<file path="src/rtl/cv32e40p_if_prefetch_stage.sv">
// ---------------------------------------------------------------------------
// cv32e40p_if_prefetch_stage
//
// Instruction-fetch stage with a prefetch FIFO in front of the IF/ID
// register. It talks to instruction memory over a pipelined
// req/gnt/rvalid interface and keeps up to MAX_OUTSTANDING fetches in
// flight. A redirect (pc_set_i) flushes the FIFO and arms a discard counter
// so that late responses from the old stream never reach ID.
//
// Ports
//   clk, rst              clock, asynchronous active-high reset
//   pc_set_i              redirect fetch to branch_addr_i (word aligned here)
//   branch_addr_i         new fetch target, already selected upstream
//   instr_req_o           fetch request
//   instr_addr_o          fetch address, held until granted
//   instr_gnt_i           request accepted this cycle
//   instr_rvalid_i        in-order response valid
//   instr_rdata_i         response data
//   halt_if_i             stall requests and IF/ID loads
//   id_ready_i            ID accepts a new instruction
//   clear_instr_valid_i   invalidate the IF/ID entry
//   instr_valid_id_o      IF/ID entry valid
//   instr_rdata_id_o      IF/ID instruction word
//   pc_id_o               IF/ID program counter
//   fifo_count_o          number of buffered {pc, instr} entries
//   busy_o                fetches still in flight (live or being discarded)
// ---------------------------------------------------------------------------
module cv32e40p_if_prefetch_stage #(
  parameter int unsigned FIFO_DEPTH      = 4,
  parameter int unsigned MAX_OUTSTANDING = 2,
  parameter logic [31:0] RESET_PC        = 32'h0000_0080
) (
  input  logic                            clk,
  input  logic                            rst,
  input  logic                            pc_set_i,
  input  logic [31:0]                     branch_addr_i,
  output logic                            instr_req_o,
  output logic [31:0]                     instr_addr_o,
  input  logic                            instr_gnt_i,
  input  logic                            instr_rvalid_i,
  input  logic [31:0]                     instr_rdata_i,
  input  logic                            halt_if_i,
  input  logic                            id_ready_i,
  input  logic                            clear_instr_valid_i,
  output logic                            instr_valid_id_o,
  output logic [31:0]                     instr_rdata_id_o,
  output logic [31:0]                     pc_id_o,
  output logic [$clog2(FIFO_DEPTH+1)-1:0] fifo_count_o,
  output logic                            busy_o
);

  localparam int unsigned CNT_W = $clog2(FIFO_DEPTH + 1);
  localparam int unsigned PTR_W = $clog2(FIFO_DEPTH);
  localparam int unsigned SUM_W = CNT_W + 1;

  // Fetch-side state
  logic [31:0]      fetch_addr_p0;
  logic [31:0]      resp_pc_p0;
  logic [CNT_W-1:0] outstanding_p0;
  logic [CNT_W-1:0] discard_cnt_p0;

  // Prefetch FIFO
  logic [31:0]      fifo_pc_p0    [FIFO_DEPTH];
  logic [31:0]      fifo_instr_p0 [FIFO_DEPTH];
  logic [PTR_W-1:0] rd_ptr_p0;
  logic [PTR_W-1:0] wr_ptr_p0;
  logic [CNT_W-1:0] count_p0;

  // IF/ID register
  logic             vld_p1;
  logic [31:0]      instr_p1;
  logic [31:0]      pc_p1;

  logic             req;
  logic             fire;
  logic             rsp;
  logic             push;
  logic             pop;
  logic             load;
  logic [SUM_W-1:0] live_entries;
  logic [CNT_W-1:0] outstanding_nxt;
  logic [CNT_W-1:0] count_nxt;
  logic [31:0]      branch_aligned;
  logic             unused_branch_lsb;

  assign branch_aligned    = {branch_addr_i[31:2], 2'b00};
  assign unused_branch_lsb = ^branch_addr_i[1:0];

  // Slots already claimed in the FIFO: buffered words plus fetches whose
  // responses will be kept. Stale fetches do not occupy a slot.
  assign live_entries = {1'b0, count_p0} + {1'b0, outstanding_p0} - {1'b0, discard_cnt_p0};

  assign req  = ~rst & ~halt_if_i
              & (outstanding_p0 < CNT_W'(MAX_OUTSTANDING))
              & (live_entries < SUM_W'(FIFO_DEPTH));
  assign fire = req & instr_gnt_i;
  // A response with nothing in flight is a protocol violation and is ignored.
  assign rsp  = instr_rvalid_i & (outstanding_p0 != '0);
  assign push = rsp & (discard_cnt_p0 == '0) & ~pc_set_i;
  assign load = ~halt_if_i & id_ready_i;
  assign pop  = load & (count_p0 != '0) & ~pc_set_i;

  assign outstanding_nxt = outstanding_p0 + CNT_W'(fire) - CNT_W'(rsp);
  assign count_nxt       = count_p0 + CNT_W'(push) - CNT_W'(pop);

  assign instr_req_o      = req;
  assign instr_addr_o     = fetch_addr_p0;
  assign instr_valid_id_o = vld_p1;
  assign instr_rdata_id_o = instr_p1;
  assign pc_id_o          = pc_p1;
  assign fifo_count_o     = count_p0;
  assign busy_o           = (outstanding_p0 != '0) | (discard_cnt_p0 != '0);

  // ---- p0: fetch control and FIFO bookkeeping ----
  always_ff @(posedge clk or posedge rst) begin
    if (rst) begin
      fetch_addr_p0  <= RESET_PC;
      resp_pc_p0     <= RESET_PC;
      outstanding_p0 <= '0;
      discard_cnt_p0 <= '0;
      rd_ptr_p0      <= '0;
      wr_ptr_p0      <= '0;
      count_p0       <= '0;
    end else begin
      outstanding_p0 <= outstanding_nxt;
      if (pc_set_i) begin
        // Everything still in flight after this edge belongs to the old
        // stream, including a grant taken in this very cycle.
        fetch_addr_p0  <= branch_aligned;
        resp_pc_p0     <= branch_aligned;
        discard_cnt_p0 <= outstanding_nxt;
        rd_ptr_p0      <= '0;
        wr_ptr_p0      <= '0;
        count_p0       <= '0;
      end else begin
        if (fire) begin
          fetch_addr_p0 <= fetch_addr_p0 + 32'd4;
        end
        if (rsp && (discard_cnt_p0 != '0)) begin
          discard_cnt_p0 <= discard_cnt_p0 - CNT_W'(1);
        end
        if (push) begin
          resp_pc_p0 <= resp_pc_p0 + 32'd4;
          wr_ptr_p0  <= wr_ptr_p0 + PTR_W'(1);
        end
        if (pop) begin
          rd_ptr_p0 <= rd_ptr_p0 + PTR_W'(1);
        end
        count_p0 <= count_nxt;
      end
    end
  end

  always_ff @(posedge clk) begin
    if (push) begin
      fifo_pc_p0[wr_ptr_p0]    <= resp_pc_p0;
      fifo_instr_p0[wr_ptr_p0] <= instr_rdata_i;
    end
  end

  // ---- p1: IF/ID register ----
  always_ff @(posedge clk or posedge rst) begin
    if (rst) begin
      vld_p1   <= 1'b0;
      instr_p1 <= '0;
      pc_p1    <= '0;
    end else if (pc_set_i) begin
      vld_p1 <= 1'b0;
    end else if (load) begin
      if (count_p0 != '0) begin
        vld_p1   <= 1'b1;
        pc_p1    <= fifo_pc_p0[rd_ptr_p0];
        instr_p1 <= fifo_instr_p0[rd_ptr_p0];
      end else begin
        vld_p1 <= 1'b0;
      end
    end else if (clear_instr_valid_i) begin
      vld_p1 <= 1'b0;
    end
  end

endmodule

</file>
<file path="config.mk">
export PLATFORM = sky130hd
export DESIGN_NAME = cv32e40p_if_prefetch_stage
export DESIGN_NICKNAME = d
export VERILOG_FILES = /design/src/rtl/cv32e40p_if_prefetch_stage.sv
export SDC_FILE = /design/constraint.sdc
export NUM_CORES = 1
export LEC_CHECK = 0
export CAP_MARGIN = 20
export CORE_ASPECT_RATIO = 1.5
export CORE_MARGIN = 1
export CORE_UTILIZATION = 50
export DETAILED_ROUTE_END_ITERATION = 7
export GPL_TIMING_DRIVEN = 0
export PLACE_DENSITY = 0.81
export SYNTH_ARGS = -nofsm -noshare
export SYNTH_HDL_FRONTEND = slang
export SYNTH_SLANG_ARGS = --single-unit
</file>
<file path="constraint.sdc">
create_clock -name clk -period 6.3 [get_ports clk]
set_input_delay 1.575 -clock clk [delete_from_list [all_inputs] [get_ports clk]]
set_output_delay 1.575 -clock clk [all_outputs]
set_load 0.005 [all_outputs]
</file>
# Word level (Yosys, flattened, before mapping)
# Memory sizes are Yosys's and may differ from the RTL's. A register that Yosys moved wholly into a read port is not among the register bits.
# Cells that the tools add are included.
# op_classes
addsub	11
multipliers	0
n_div	0
order_cmp	2
n_eq_ne	0
shifts	0
n_mux	17
bitwise	14
reduce_logical	11
# ops
op	n
2-to-1 mux 32 bit	4
adder 32 x 3 -> 32 bit, second input constant	2
nonzero test 3 bit	4
bitwise AND 1 bit	10
2-to-1 mux 3 bit	3
2-to-1 mux 2 bit	4
nonzero test 2 bit	4
adder 3 x 1 -> 3 bit	2
2-to-1 mux 1 bit	6
subtractor 3 x 1 -> 3 bit	2
adder 2 x 1 -> 2 bit, second input constant	2
adder 3 x 3 -> 4 bit	1
< comparator 4 x 3 -> 1 bit, second input constant	1
subtractor 4 x 3 -> 4 bit	1
zero test 3 bit	1
< comparator 3 x 2 -> 1 bit, second input constant	1
NOT 1 bit	3
AND reduction 3 bit	1
subtractor 3 x 1 -> 3 bit, second input constant	1
logical AND 1 bit	1
OR 1 bit	1
# totals
ff_bits	78
latchBits	0
mem_bits_rw	256
mem_bits_ro	0
output_inout_bits	102
word_cells	65
mem_count	2
# memory_table
memory	depth	word_bits	read_ports	rd_ports_with_merged_regs	write_ports	line	rtl
fifo_instr_p0	4	32	1	1	1	64	logic [31:0] fifo_instr_p0 [FIFO_DEPTH];
fifo_pc_p0	4	32	1	1	1	63	logic [31:0] fifo_pc_p0 [FIFO_DEPTH];

# Longest topological paths before layout
# Gate-level depths: netlist of run 1.
# logic_depth
depth_word	8
mapped_depth	15

# Worst setup path after synthesis of run 1
# Ideal clock, no wire load.
# synth_timing
kind	input to output
startpoint	input halt_if_i
endpoint	output instr_req_o
t_arrival_ns	2.893
slack_ns	1.832
stages	4
cell_sequence	or4b_4 > or4_4 > buf_2 > nand2_1
# synth_via
elab_chain_cells	4
# synth_lines
element	line	rtl
start: declaration	42	input logic halt_if_i,
NOT 1 bit	93	assign req = ~rst & ~halt_if_i
bitwise AND 1 bit	93	
bitwise AND 1 bit	94	& (outstanding_p0 < CNT_W'(MAX_OUTSTANDING))
bitwise AND 1 bit	95	& (live_entries < SUM_W'(FIFO_DEPTH));
end: declaration	37	output logic instr_req_o,
# No other way between the ends.

# Worst setup path after layout of run 1
# layout_timing
startpoint	input rst
endpoint	output instr_req_o
# layout_via
elab_chain_cells	4
# layout_lines
element	line	rtl
start: declaration	34	input logic rst,
NOT 1 bit	93	
bitwise AND 1 bit	93	
bitwise AND 1 bit	94	
bitwise AND 1 bit	95	
# No other way between the ends.

==> impl_metrics.csv, run 1 <==
group,metric,value,unit
run_status,status,"complete, no violations",
route,routed_wl,33900,um
critical_path,cp_slowest_cell,"or4b_4",
global_route,grt_pass1_wl,53000,um
timing,slew_viol_final,0,
clocking,numCtsBuffers,36,
critical_path,ff2ff_path_depth,13,
floorplan,die_w,147,um
synthesis,yosys_warnings,0,
clocking,postCtsSetupBuffers,0,
critical_path,cp.required,4.72,ns
global_route,grt_max_degree,70,
critical_path,r2r-start,"fifo_count_o[2]",
timing,period_needed,5.64,ns
synthesis,synth_area_leaders,"edfxtp_1, dfrtp_1, mux4_2",
critical_path,crit_chain,"clkdlybuf4s50_1 -> or4b_4 -> or4_4 -> buf_2 -> nand2_1 -> clkdlybuf4s50_1",
critical_path,r2r_setup_slack,1.76,ns
clocking,cts-htree-levels,2,
critical_path,rr_endpoint,"discard_cnt_p0[2]",
clocking,clk_path_buf_depth,3,
final_layout,finalNetCount,1228,
synthesis,netlist.top_cell.by_area,"edfxtp_1",
final_layout,finalNonFillerCells,1567,
clocking,cts_tree,"done",
pwr,ir_worst_vdd,0.000172,V
floorplan,fp-row-count,79,
place,gp_congestion,0.851,
route,drtAntennaViolNets,0,
route,first_iter_violations,564,
floorplan,die_height,219,um
min_path,hp-start,"instr_rdata_id_o[20]",
synthesis,synthArstFlopShare,0.354,
final_layout,fillers,2285,
route,vias_per_cell,5.66,
route,wl_per_cell,21.7,um
min_path,hold_path_depth,1,
final_layout,regArea,10900,sq um
pwr,power_density,352,nW/um^2
synthesis,yosys-top-cells-count,"edfxtp_1, dfrtp_1, mux2_2, mux4_2, xnor2_1",
place,io_buffers,167,
synthesis,ys_ff_latch,384,
global_route,grt_pass1_vias,9452,
floorplan,placeableCoreArea,31000,sq um
run,max-cap-violations,0,
clocking,cts_num_sinks,384,
final_layout,post-route-cell-area,19300,sq um
critical_path,critical_path_class,"in2out",
floorplan,start_util,0.508,
timing,hold_violations,0,
global_route,antenna_found_initial,0,
global_route,grt.total_usage,0.219,
timing,worstMarginPinSlew,1.08,ns
critical_path,cpMostUsedCell,"clkdlybuf4s50_1",
min_path,hold_path_class,"reg2reg",
global_route,overflow,0,
critical_path,crit_arrival,4.06,ns
critical_path,cp_slowest_stage_delay,0.57,ns
timing,hold_ws,0.504,ns
critical_path,critPathLaunchType,"input port",
final_layout,multi_input_area,4630,sq um
timing,rsz0062_at_grt,"false",
final_layout,drive_gt1_frac,0.194,
clocking,path_clk_slew,0.06,ns
pwr,finalPower,0.00679,W
timing,setup_viol,0,
synthesis,avgSynthCellArea,17.1,sq um
synthesis,synth.top_cell.area_share,0.473,
synthesis,synthCells,921,
final_layout,syn_to_final_growth,22.5,%
clocking,insertion_delay,0.52,ns
synthesis,ys_seq_area_frac,0.689,
route,dr.pass1.iters,5,
timing,fin_tns_setup,0,ns
min_path,min_to,"instr_rdata_id_o[20]",
synthesis,synth_ff_type,"edfxtp_1",
route,drc_errors,0,
floorplan,io_pins,174,
synthesis,synth_edf_count,248,
critical_path,cp_max_fo,10,
pwr,p_leak,6.75,nW
critical_path,end_kind,"output pin",
place,dp_hpwl,23100,um
synthesis,yosysMostFrequentCell,"edfxtp_1",
place,post_dp_cell_area,18100,sq um
clocking,cts.repair.resized,0,
timing,period_share,0.895,
synthesis,synthesis.area,15800,sq um
synthesis,synthDistinctLibCells,57,
floorplan,die_area,32200,sq um
final_layout,n_antenna_cell,0,
timing,skew,0.0187,ns
clocking,cts_root_buffer,"clkbuf_16",
timing,max_freq,0.177,GHz
route,dr_total_vias,8869,
place,place_inst,1502,
timing,relSlewSlack,0.276,
clocking,cts_hold_buffers,0,
final cells by class:
type | count | area share
inverters | 34 | 0.00687
multi-input cells | 464 | 0.240
repair buffers | 174 | 0.0948
plain buffers | 42 | 0.00901
clock buffers | 49 | 0.0513
well taps | 405 | 0.0263
flip-flops and latches | 384 | 0.562
clock inverters | 15 | 0.00972
how the worst max path moves through the flow:
stage | startpoint | to | cells after the start
after floorplan | rst | discard_cnt_p0[0] | 1
after global placement | rst | instr_rdata_id_o[22] | 2
after detailed placement | rst | instr_req_o | 6
after CTS | rst | instr_req_o | 6
after global routing | rst | instr_req_o | 6
final | rst | instr_req_o | 6
where the power goes:
part | switching [W] | total, W | internal, W
registers | 0.000223 | 0.00324 | 0.00302
clock network | 0.000907 | 0.00218 | 0.00127
logic | 0.000553 | 0.00137 | 0.000816
flip-flops by register name, summed over array words and instances (netlist names):
| register | flops |
|---|---|
| instr_valid_id_o | 1 |
| outstanding_p0 | 3 |
| resp_pc_p0 | 30 |
| wr_ptr_p0 | 2 |
| instr_rdata_id_o | 32 |
| pc_id_o | 30 |
| fifo_instr_p0 | 128 |
| instr_addr_o | 30 |
| discard_cnt_p0 | 3 |
| rd_ptr_p0 | 2 |
| fifo_count_o | 3 |
| fifo_pc_p0 | 120 |
stage by stage:
| stage | setup WS, ns | util |
|---|---|---|
| after floorplan | 1.09 | - |
| final | 0.663 | 0.622 |
| after detailed placement | 0.669 | 0.584 |
| after global routing | 0.611 | 0.622 |
| after CTS | 0.659 | 0.622 |
| after global placement | -1.47 | 0.578 |
layer usage:
layer	wire (um)	up-vias	track usage
met3	1400	66	0.0266
met1	12900	4546	0.255
met2	18600	264	0.408
li1	-	3993	-
met5	0	-	0
met4	1100	0	0.0873
cells in the final DEF (no fill, tap or decap), types with 5 or more instances in the layout:
cell,Yosys,routed
clkdlybuf4s50_1,0,167
mux4_2,62,62
a21oi_1,16,16
o31a_1,8,8
o2111ai_1,5,5
buf_16,0,5
dfrtp_1,134,134
ha_1,16,16
nor2_1,22,22
nand3_1,12,12
nand2b_1,10,10
clkbuf_16,0,37
a31oi_1,6,6
mux2_2,85,85
buf_1,7,7
and4_1,10,10
a21boi_0,12,12
nand4_1,17,17
o21ai_0,8,8
nor3_1,20,20
clkbuf_1,30,40
xor2_1,18,18
xnor2_1,35,35
nor4_1,10,10
inv_1,34,33
nand2_1,31,31
edfxtp_1,248,248
critical path: cells and delay by family:
kind	cells	cell delay (ns)
buffers and inverters	3	1.28
AND/OR/NAND/NOR	3	1.21
kinds of logic (layout without fill, tap and decap cells):
group                      after synthesis  in the layout  share of synthesized area
DFF                                    384            384                      0.689
and+or+nand+nor                        160            160                     0.0560
muxes                                  148            148                      0.150
AOI/OAI and AO/OA                       79             79                     0.0384
buffers and inverters                   76            314                     0.0191
xor gates and xnor gates                53             53                     0.0295
adders and majority gates               20             20                     0.0178
other                                    1              4                   0.000238
(Power assumes the default switching activity.)
==> run 2, diff against run 1 <==
--- a/config.mk
+++ b/config.mk
@@ -9,6 +9,7 @@
 export CORE_ASPECT_RATIO = 1.5
 export CORE_MARGIN = 1
 export CORE_UTILIZATION = 50
+export CTS_CLUSTER_DIAMETER = 40
 export DETAILED_ROUTE_END_ITERATION = 7
 export GPL_TIMING_DRIVEN = 0
 export PLACE_DENSITY = 0.81
==> run 2 against run 1 <==
  * Register-to-register slack hardly changed
  * Combinational power hardly changed
  * First-iteration DRC count is 11% higher
  * Sequential power hardly changed
  * Clock skew is 0.0048 ns lower
  * Total power is 1.8% higher
  * Maximum frequency is 0.13% lower
  * Largest power group unchanged
==> impl_metrics.csv, run 2 (synthesis results as in run 1) <==
group,metric,value,unit
global_route,grt_pass1_vias,9440,
place,dp_hpwl,23100,um
critical_path,crit_arrival,4.07,ns
clocking,cts_tree,"done",
critical_path,critPathLaunchType,"input port",
run,max-cap-violations,0,
clocking,insertion_delay,0.54,ns
route,dr_total_vias,8861,
clocking,cts_hold_buffers,0,
critical_path,end_kind,"output pin",
timing,rsz0062_at_grt,"false",
final_layout,syn_to_final_growth,23.3,%
timing,hold_violations,0,
floorplan,placeableCoreArea,31000,sq um
final_layout,final_common_cell,"edfxtp_1",
clocking,postCtsSetupBuffers,0,
pwr,ir_worst_vdd,0.000191,V
min_path,hold_path_class,"reg2reg",
timing,hold_ws,0.503,ns
critical_path,cp_slowest_stage_delay,0.57,ns
critical_path,cpMostUsedCell,"clkdlybuf4s50_1",
critical_path,r2r_setup_slack,1.75,ns
clocking,cts-htree-levels,2,
floorplan,io_pins,174,
critical_path,path_delay_family,"buffers and inverters",
final_layout,top_register,"fifo_instr_p0",
clocking,cts.repair.resized,0,
pwr,finalPower,0.00691,W
clocking,path_clk_slew,0.06,ns
critical_path,cp.required,4.72,ns
pwr,power_density,356,nW/um^2
floorplan,die_height,219,um
route,met2_length,18700,um
critical_path,cp_max_fo,10,
final_layout,multi_input_area,4630,sq um
clocking,cts_num_sinks,384,
route,drc_errors,0,
clocking,cts_root_buffer,"clkbuf_16",
critical_path,cp_slowest_cell,"or4b_4",
final_layout,fin_util,0.626,
global_route,grt_max_degree,70,
timing,period_share,0.896,
timing,worstMarginPinSlew,1.09,ns
final_layout,finalNetCount,1231,
timing,relSlewSlack,0.272,
floorplan,start_util,0.508,
critical_path,critical_path_class,"in2out",
final_layout,fillers,2259,
global_route,overflow,0,
floorplan,fp-row-count,79,
route,routed_wl,34100,um
pwr,p_leak,6.81,nW
global_route,grt.total_usage,0.220,
run_status,status,"complete, no violations",
route,wl_met3,1470,um
global_route,grt_pass1_wl,53300,um
floorplan,die_area,32200,sq um
critical_path,crit_chain,"clkdlybuf4s50_1 -> or4b_4 -> or4_4 -> buf_2 -> nand2_1 -> clkdlybuf4s50_1",
route,dr.pass1.iters,5,
route,wl_met1,12900,um
final_layout,largest_reg_flops,128,
critical_path,cp_num_buf_inv,3,
floorplan,die_w,147,um
clocking,numCtsBuffers,39,
final_layout,n_antenna_cell,0,
timing,setup_viol,0,
route,vias_per_cell,5.63,
timing,period_needed,5.64,ns
route,drtAntennaViolNets,0,
global_route,antenna_found_initial,0,
final_layout,drive_gt1_frac,0.203,
route,wl_per_cell,21.7,um
timing,max_freq,0.177,GHz
timing,skew,0.0139,ns
clocking,clk_path_buf_depth,3,
route,first_iter_violations,624,
final_layout,regArea,10900,sq um
place,gp_congestion,0.851,
place,io_buffers,167,
timing,slew_viol_final,0,
route,highest_layer,"met4",
final_layout,final_cell_mix,"edfxtp_1, clkdlybuf4s50_1, dfrtp_1",
==> run 2: changes by cell type in the layout (fill, tap and decap cells not counted) <==
cell,previous run,this run
clkbuf_1,40,33
clkbuf_16,37,41
bufinv_16,4,1
clkbuf_8,2,5
inv_6,3,6
clkinv_1,3,5
clkinv_2,3,5
clkinv_8,0,1
inv_12,0,1
inv_8,0,1
==> run 2: path summary, 6_finish.rpt <==
check / depth (start not counted) / to / start
setup reg to reg: 13 / discard_cnt_p0[2] / fifo_count_o[2]
setup / recovery: 6 / instr_req_o / rst
min in group asynchronous: 2 / instr_addr_o[23] / rst
hold / removal: 1 / instr_rdata_id_o[20] / instr_rdata_id_o[20]
hold reg to reg: 1 / instr_rdata_id_o[20] / instr_rdata_id_o[20]
max in group asynchronous: 3 / instr_addr_o[7] / rst
==> run 2: area by class of cell <==
cell class                 instances  area share
buffer                            42     0.00896
clock buffer                      49      0.0570
clock inverter                    22     0.00954
inverter                          34     0.00683
multi-input combinational        464       0.238
sequential                       384       0.559
tap                              405      0.0261
timing repair buffer             174      0.0942
==> run 2: metal layers <==
layer  up-vias  GRT usage
met5         -          0
met4         0     0.0876
met3        61     0.0287
met2       260      0.409
met1      4537      0.257
li1       4003          -
==> run 2: power breakdown <==
part / internal, W / switching, W
clock: 0.00131 / 0.000992
sequential: 0.00302 / 0.000224
combinational: 0.000816 / 0.000552
==> run 2: worst reg2reg max path, delay by kind of cell, from the launching register on <==
family          cells  cell delay, ns
fa+ha+maj           5            1.81
simple gates        3            1.28
flops               1            0.46
buf+inv             2            0.38
compound gates      2            0.34
xor+xnor            1            0.15
==> run 2: through the flow <==
stage / TNS [ns] / instance area [sq um] / worst slack, ns / instances
finish: 0 / 19400 / 0.656 / 1574
global route: 0 / 19400 / 0.614 / 1574
CTS: 0 / 19400 / 0.662 / 1573
detailed placement: 0 / 18100 / 0.669 / 1502
global placement: -195.11 / 17900 / -1.47 / 1496
floorplan: 0 / 15800 / 1.09 / 924
